`config.mk`:
```
export PLATFORM = sky130hd
export DESIGN_NAME = bt_pipe_out_endpoint
export DESIGN_NICKNAME = d
export VERILOG_FILES = /design/src/rtl/bt_pipe_out_endpoint.sv
export SDC_FILE = /design/constraint.sdc
export NUM_CORES = 2
export LEC_CHECK = 0
export BUFFER_PORTS_ARGS = -buffer_cell sky130_fd_sc_hd__buf_2
export CELL_PAD_IN_SITES_DETAIL_PLACEMENT = 1
export CELL_PAD_IN_SITES_GLOBAL_PLACEMENT = 1
export CORE_MARGIN = 3
export CORE_UTILIZATION = 50
export CTS_CLUSTER_SIZE = 25
export DETAILED_ROUTE_END_ITERATION = 10
export HOLD_SLACK_MARGIN = 0.03
export PLACE_DENSITY_LB_ADDON = 0.15
export SLEW_MARGIN = 20
export SYNTH_ARGS = -nofsm -noshare
export SYNTH_HDL_FRONTEND = slang
export SYNTH_SLANG_ARGS = --single-unit
```
`constraint.sdc`:
```
create_clock -name ti_clk -period 8.55 [get_ports ti_clk]
set_input_delay 1.71 -clock ti_clk [delete_from_list [all_inputs] [get_ports ti_clk]]
set_output_delay 1.71 -clock ti_clk [all_outputs]
set_load 0.05 [all_outputs]
```
`src/rtl/bt_pipe_out_endpoint.sv`:
```
`default_nettype none
// ============================================================================
// Module      : bt_pipe_out_endpoint
// Description : Block-throttled pipe-out responder on the ok1/ok2 endpoint
//               bus. It buffers user words and serves them in host blocks.
// Revision    : 1.0 - initial release
// ============================================================================
module bt_pipe_out_endpoint #(
    parameter logic [7:0] EP_ADDR    = 8'hA0,
    parameter int         DEPTH_LOG2 = 8,
    parameter int         BLOCK_SIZE = 64
) (
    input  logic                  ti_clk,
    input  logic                  resetn,
    input  logic [30:0]           ok1,
    output logic [16:0]           ok2,
    input  logic                  wr_en,
    input  logic [15:0]           wr_data,
    output logic                  full,
    output logic                  empty,
    output logic [DEPTH_LOG2:0]   count,
    output logic                  overflow,
    output logic                  underflow,
    output logic                  block_active
);

    localparam int                    c_depth       = 1 << DEPTH_LOG2;
    localparam logic [DEPTH_LOG2:0]   c_depth_cnt   = (DEPTH_LOG2 + 1)'(c_depth);
    localparam logic [DEPTH_LOG2:0]   c_block_words = (DEPTH_LOG2 + 1)'(BLOCK_SIZE);
    localparam logic [DEPTH_LOG2:0]   c_cnt_one     = (DEPTH_LOG2 + 1)'(1);
    localparam logic [DEPTH_LOG2-1:0] c_ptr_one     = DEPTH_LOG2'(1);

    typedef enum logic [1:0] {
        S_IDLE  = 2'd0,
        S_ARMED = 2'd1,
        S_XFER  = 2'd2
    } state_t;

    // Bus decode
    logic w_clear;
    logic w_sel;
    logic w_rd;
    logic w_strobe;

    // FIFO control
    logic w_empty;
    logic w_full;
    logic w_pop;
    logic w_push;

    logic [15:0]           r_mem [c_depth];
    logic [DEPTH_LOG2-1:0] r_wr_ptr;
    logic [DEPTH_LOG2-1:0] r_rd_ptr;
    logic [DEPTH_LOG2:0]   r_count;
    logic [15:0]           r_data;
    logic                  r_sel_q;
    logic                  r_overflow;
    logic                  r_underflow;

    // Block state machine
    state_t                r_state;
    logic [DEPTH_LOG2:0]   r_words_left;
    logic                  r_armed;
    logic                  r_block_active;

    // Host data, write strobe and update bits carry no meaning for a pipe-out.
    logic w_unused_ok1;
    assign w_unused_ok1 = ^{ok1[29:27], ok1[24], ok1[15:0]};

    assign w_clear  = ~resetn | ok1[25];
    assign w_sel    = (ok1[23:16] == EP_ADDR);
    assign w_rd     = ok1[26] & w_sel;
    assign w_strobe = ok1[30] & w_sel;

    assign w_empty  = (r_count == '0);
    assign w_full   = (r_count == c_depth_cnt);
    assign w_pop    = w_rd & ~w_empty;
    // A full FIFO still accepts a word when the same cycle frees a slot.
    assign w_push   = wr_en & (~w_full | w_pop);

    always_ff @(posedge ti_clk) begin
        if (w_push && !w_clear) begin
            r_mem[r_wr_ptr] <= wr_data;
        end
    end

    always_ff @(posedge ti_clk) begin
        if (w_clear) begin
            r_wr_ptr    <= '0;
            r_rd_ptr    <= '0;
            r_count     <= '0;
            r_data      <= '0;
            r_sel_q     <= 1'b0;
            r_overflow  <= 1'b0;
            r_underflow <= 1'b0;
        end else begin
            r_sel_q <= w_sel;

            if (w_push) begin
                r_wr_ptr <= r_wr_ptr + c_ptr_one;
            end
            if (w_pop) begin
                r_rd_ptr <= r_rd_ptr + c_ptr_one;
            end

            if (w_push && !w_pop) begin
                r_count <= r_count + c_cnt_one;
            end else if (w_pop && !w_push) begin
                r_count <= r_count - c_cnt_one;
            end

            if (wr_en && !w_push) begin
                r_overflow <= 1'b1;
            end

            // An empty read returns zero so the host transfer still completes.
            if (w_rd) begin
                if (w_empty) begin
                    r_data      <= '0;
                    r_underflow <= 1'b1;
                end else begin
                    r_data <= r_mem[r_rd_ptr];
                end
            end
        end
    end

    always_ff @(posedge ti_clk) begin
        if (w_clear) begin
            r_state        <= S_IDLE;
            r_words_left   <= '0;
            r_armed        <= 1'b0;
            r_block_active <= 1'b0;
        end else begin
            case (r_state)
                S_IDLE: begin
                    if (r_count >= c_block_words) begin
                        r_state <= S_ARMED;
                        r_armed <= 1'b1;
                    end
                end
                S_ARMED: begin
                    if (w_strobe) begin
                        r_state        <= S_XFER;
                        r_armed        <= 1'b0;
                        r_block_active <= 1'b1;
                        r_words_left   <= c_block_words;
                    end
                end
                S_XFER: begin
                    if (w_rd) begin
                        r_words_left <= r_words_left - c_cnt_one;
                        if (r_words_left == c_cnt_one) begin
                            r_state        <= S_IDLE;
                            r_block_active <= 1'b0;
                        end
                    end
                end
                default: begin
                    r_state        <= S_IDLE;
                    r_armed        <= 1'b0;
                    r_block_active <= 1'b0;
                end
            endcase
        end
    end

    // ok2 stays all-zero unless addressed, so endpoints can be OR-combined.
    assign ok2 = w_clear ? 17'h0 :
                 {w_sel & r_armed, (r_sel_q ? r_data : 16'h0000)};

    assign full         = w_full & ~w_clear;
    assign empty        = w_empty | w_clear;
    assign count        = r_count;
    assign overflow     = r_overflow;
    assign underflow    = r_underflow;
    assign block_active = r_block_active;

endmodule
`default_nettype wire

```
==> metrics.md <==
| Metric | Value |
|---|---|
| Status | complete, no violations |
| Final HPWL DP | 274000 um |
| Clock tree sinks | 4161 |
| HP Class | flip-flop to flip-flop |
| Worst r2r dst | r_data[6] |
| Max Cap Violations | 0 |
| Hold Fails Final Rpt | 0 |
| R2R cell count | 8 |
| EDFF count, synth | 4096 |
| Startpoint Class | input port |
| Fmax | 0.197 GHz |
| Final Slew Violations | 0 |
| Largest net degree at the start of global routing | about 170 |
| Die W | 573 um |
| Synth Instances | 7670 |
| Flops & latches, synth | 4161 |
| Main synth FF type | edfxtp_1 |
| CTS H-tree lvls | 5 |
| Placer Congestion | 0.850 |
| First-pass GRT wire length | 645000 um |
| First-pass DRT Iterations | 5 |
| Mapped Area | 161000 um2 |
| Critical path required time | 9.42 ns |
| RSZ-0062 raised after global routing | false |
| Clk root buf | clkbuf_16 |
| Antenna violations before repair | 27 |
| Synth warn | 0 |
| Post-CTS Resized | 0 |
| Register area share after synthesis | between 70% and 80% |
| Worst vdd rail ir drop | 0.180 mV |
| Total CTS buffers | 424 |
| Multi-input logic area | 33800 um2 |
| Clk_lat worst skew | 0.99 ns |
| Hold Slack | between 0.4 and 0.5 ns |
| Die Span Y | 573 um |
| Fill cell count | 27000 |
| Nature of the critical path endpoint | flip-flop |
| Post-Synth Simple-Gate Area | 2.39% |
| DR iter-0 viols | 10500 |
| Mux share of post-synthesis cell area | 14.7% |
| Buffers on Ports | 60 |
| Adder-cell share of the synthesized area | 0.129% |
| Main combinational cell family by area after synthesis | multiplexers |
| Clk buf depth | 4 |
| Ports | 81 |
| Worst-path clk slew | around 0.06 ns |
| Syn Nets | approximately 7700 |
| Total routed wirelength | 460000 um |
| Core Area | 319000 um2 |
| Gr ovfl total | 0 |
| Final setup TNS | 0 ns |
| WHS Endpoint | r_data[4] |
| DRC | 0 |
| CTS tree | yes |
| Async S/R FF share, synth | 0% |
| Register area | 124000 um2 |
| Hold Path Cell Cnt | 2 |
| Relative slew slack | 11.7% |
| CP arrival | 5.94 ns |
| Final worst-path cycle share | 59.2% |
| Syn avg cell area | 20.9 um2 |
| CTS Hold Bufs | 0 |
| Global route hottest layer | met2 |
| GR Layer Usage met2 | 44.5% |
| Flop-to-flop setup slack | roughly 3.7 ns |
| Final net count | roughly 8200 |
| Total track usage | 27.9% |
| Leakage | 54.6 nW |
| Pwr Density | 226 nW/um2 |
| Period minus WS final | approximately 5 ns |
| Final ANT Viol Nets | 0 |
| Via count | 81700 |
| Area Growth Syn to Fin | 12.5% |
| Fraction of layout cells with a size suffix above 1 | a little under a quarter |
| Compound-Gate Fraction of Synth Area | 3.56% |
| Setup Viol. Count Final | 0 |
| Worst-margin pin slew | 1.32 ns |
| Worst clock skew | 0.0875 ns |
| WL per Instance | 36.1 um |
| Met3 GRT Util | 4.65% |
| Worst-path maximum fanout | 12 |
| Synth Area in XOR/XNOR | 0.125% |
| Vias in the first global route | 83100 |
| Met1 Usage GRT | 39.8% |
| WS Path Type | input port to flip-flop |
| Initial Utilization | roughly half |
| # rows | 207 |
| Setup Fix Bufs, Post-CTS | 0 |
| Mean number of vias per cell | 6.41 |
| Die area | 328000 um2 |
| Hold_sp | r_data[4] |
| Count of cell types in the netlist | 75 |
registers in the layout, summed over array words and instances, names as in the netlist, 2 cells and up, named ones only:
name          cells
count             9
r_data           16
r_mem          4096
r_rd_ptr          8
r_state           2
r_words_left      9
r_wr_ptr          8
critical path, stage by stage:
cell      delay (ns)
buf_2           0.10
nor4_2          0.40
and3_1          0.36
o21ai_1         0.12
buf_4           0.22
inv_1           0.19
ha_1            0.47
inv_1           0.28
ha_1            0.40
nor2b_1         0.16
o21ai_0         0.22
a21boi_0        0.17
o21a_1          0.23
o41ai_1         0.41
mux2i_1         0.27
mux2i_1         0.19
cell families after synthesis:
logic type                 Yosys count
xor gates and xnor gates            23
buffers and inverters              472
muxes                             1296
and+or+nand+nor                    860
AOI/OAI and AO/OA                  842
adders and majority gates           16
DFF                               4161
cells in the mapped netlist (all sizes together) (11+ instances only):
cell | number | area [um2]
a32oi | 23 | 201
ha | 15 | 188
nor2b | 18 | 113
o211ai | 23 | 173
o21ai | 116 | 581
inv | 18 | 67.6
and3 | 36 | 225
a22oi | 181 | 1360
edfxtp | 4096 | 123000
a221oi | 27 | 243
nor2 | 370 | 1390
dfxtp | 65 | 1300
nor3 | 43 | 220
a21oi | 143 | 716
o221ai | 80 | 701
a211oi | 33 | 248
and2 | 11 | 68.8
xor2 | 13 | 114
o21a | 26 | 195
nand4 | 26 | 163
buf | 267 | 1990
mux2i | 421 | 4210
a31oi | 35 | 219
clkbuf | 186 | 699
nand3 | 57 | 285
nand2 | 237 | 890
mux2 | 33 | 372
o22ai | 115 | 719
mux4 | 842 | 19000
nor4 | 14 | 93.8
routing by layer:
metal	routed length, um	part of all wire [%]	vias up
met5	13	0.0028	-
met4	16000	3.5	2
met3	38000	8.3	632
met2	222000	48	3831
met1	184000	40	44300
li1	-	-	32900
metrics by stage:
stage / setup WS, ns / util [%] / total power, mW / area (um2) / instances
5_1_grt: 3.24 / 56.7 / 42.0 / 181000 / 12700
3_3_place_gp: 2.65 / 52.5 / 23.3 / 167000 / 12000
3_5_place_dp: 2.65 / 52.5 / 23.4 / 167000 / 12000
4_1_cts: 3.64 / 56.7 / 41.1 / 181000 / 12700
6_report: 3.49 / 56.7 / 40.9 / 181000 / 12700
2_1_floorplan: 3.54 / - / 22.9 / 161000 / 7670
worst max-delay path by stage:
| stage | startpoint | endpoint | cells past startpoint |
|---|---|---|---|
| floorplan | ok1[17] | r_mem[165][0] | 7 |
| detailed placement | ok1[17] | count[8] | 16 |
| global placement | ok1[17] | count[8] | 16 |
| CTS | ok1[17] | count[8] | 16 |
| global route | ok1[17] | count[8] | 16 |
| finish | ok1[17] | count[8] | 16 |
power by group:
part           internal [mW]  switching [mW]  total [mW]
clock network           10.2            7.74        17.9
registers               22.4         0.00573        22.4
logic                 0.0571           0.473       0.530
layout by cell type (no fill, tap or decap), drive strengths merged, types with 9 or more instances in the layout:
| cell type | Yosys | layout |
|---|---|---|
| nor3 | 43 | 43 |
| clkinvlp | 0 | 11 |
| edfxtp | 4096 | 4096 |
| xnor2 | 10 | 10 |
| dfxtp | 65 | 65 |
| diode | 0 | 12 |
| and2 | 11 | 11 |
| mux2i | 421 | 421 |
| a21oi | 143 | 143 |
| nand3 | 57 | 57 |
| clkbuf | 186 | 550 |
| o221ai | 80 | 80 |
| and3 | 36 | 36 |
| nor2 | 370 | 370 |
| xor2 | 13 | 13 |
| nand4 | 26 | 26 |
| mux4 | 842 | 842 |
| inv | 18 | 26 |
| nor2b | 18 | 18 |
| buf | 267 | 457 |
| o21a | 26 | 26 |
| a22oi | 181 | 181 |
| a221oi | 27 | 27 |
| bufinv | 0 | 27 |
| nand2b | 9 | 9 |
| ha | 15 | 15 |
| a31oi | 35 | 35 |
| clkinv | 1 | 173 |
| a32oi | 23 | 23 |
| a2111oi | 10 | 10 |
| o211ai | 23 | 23 |
| nor4 | 14 | 14 |
| and4b | 10 | 10 |
| o21ai | 116 | 116 |
| a211oi | 33 | 33 |
| nand2 | 237 | 237 |
| mux2 | 33 | 33 |
| o22ai | 115 | 115 |
final cells by class:
type / count / area share (%)
sequential: 4161 / 68.8
inverter: 19 / 0.0422
clock inverter: 218 / 1.07
tap: 4284 / 2.97
clock buffer: 549 / 6.31
timing repair buffer: 458 / 2.11
antenna: 12 / 0.0166
multi-input combinational: 3037 / 18.7
(Power assumes the default switching activity.)
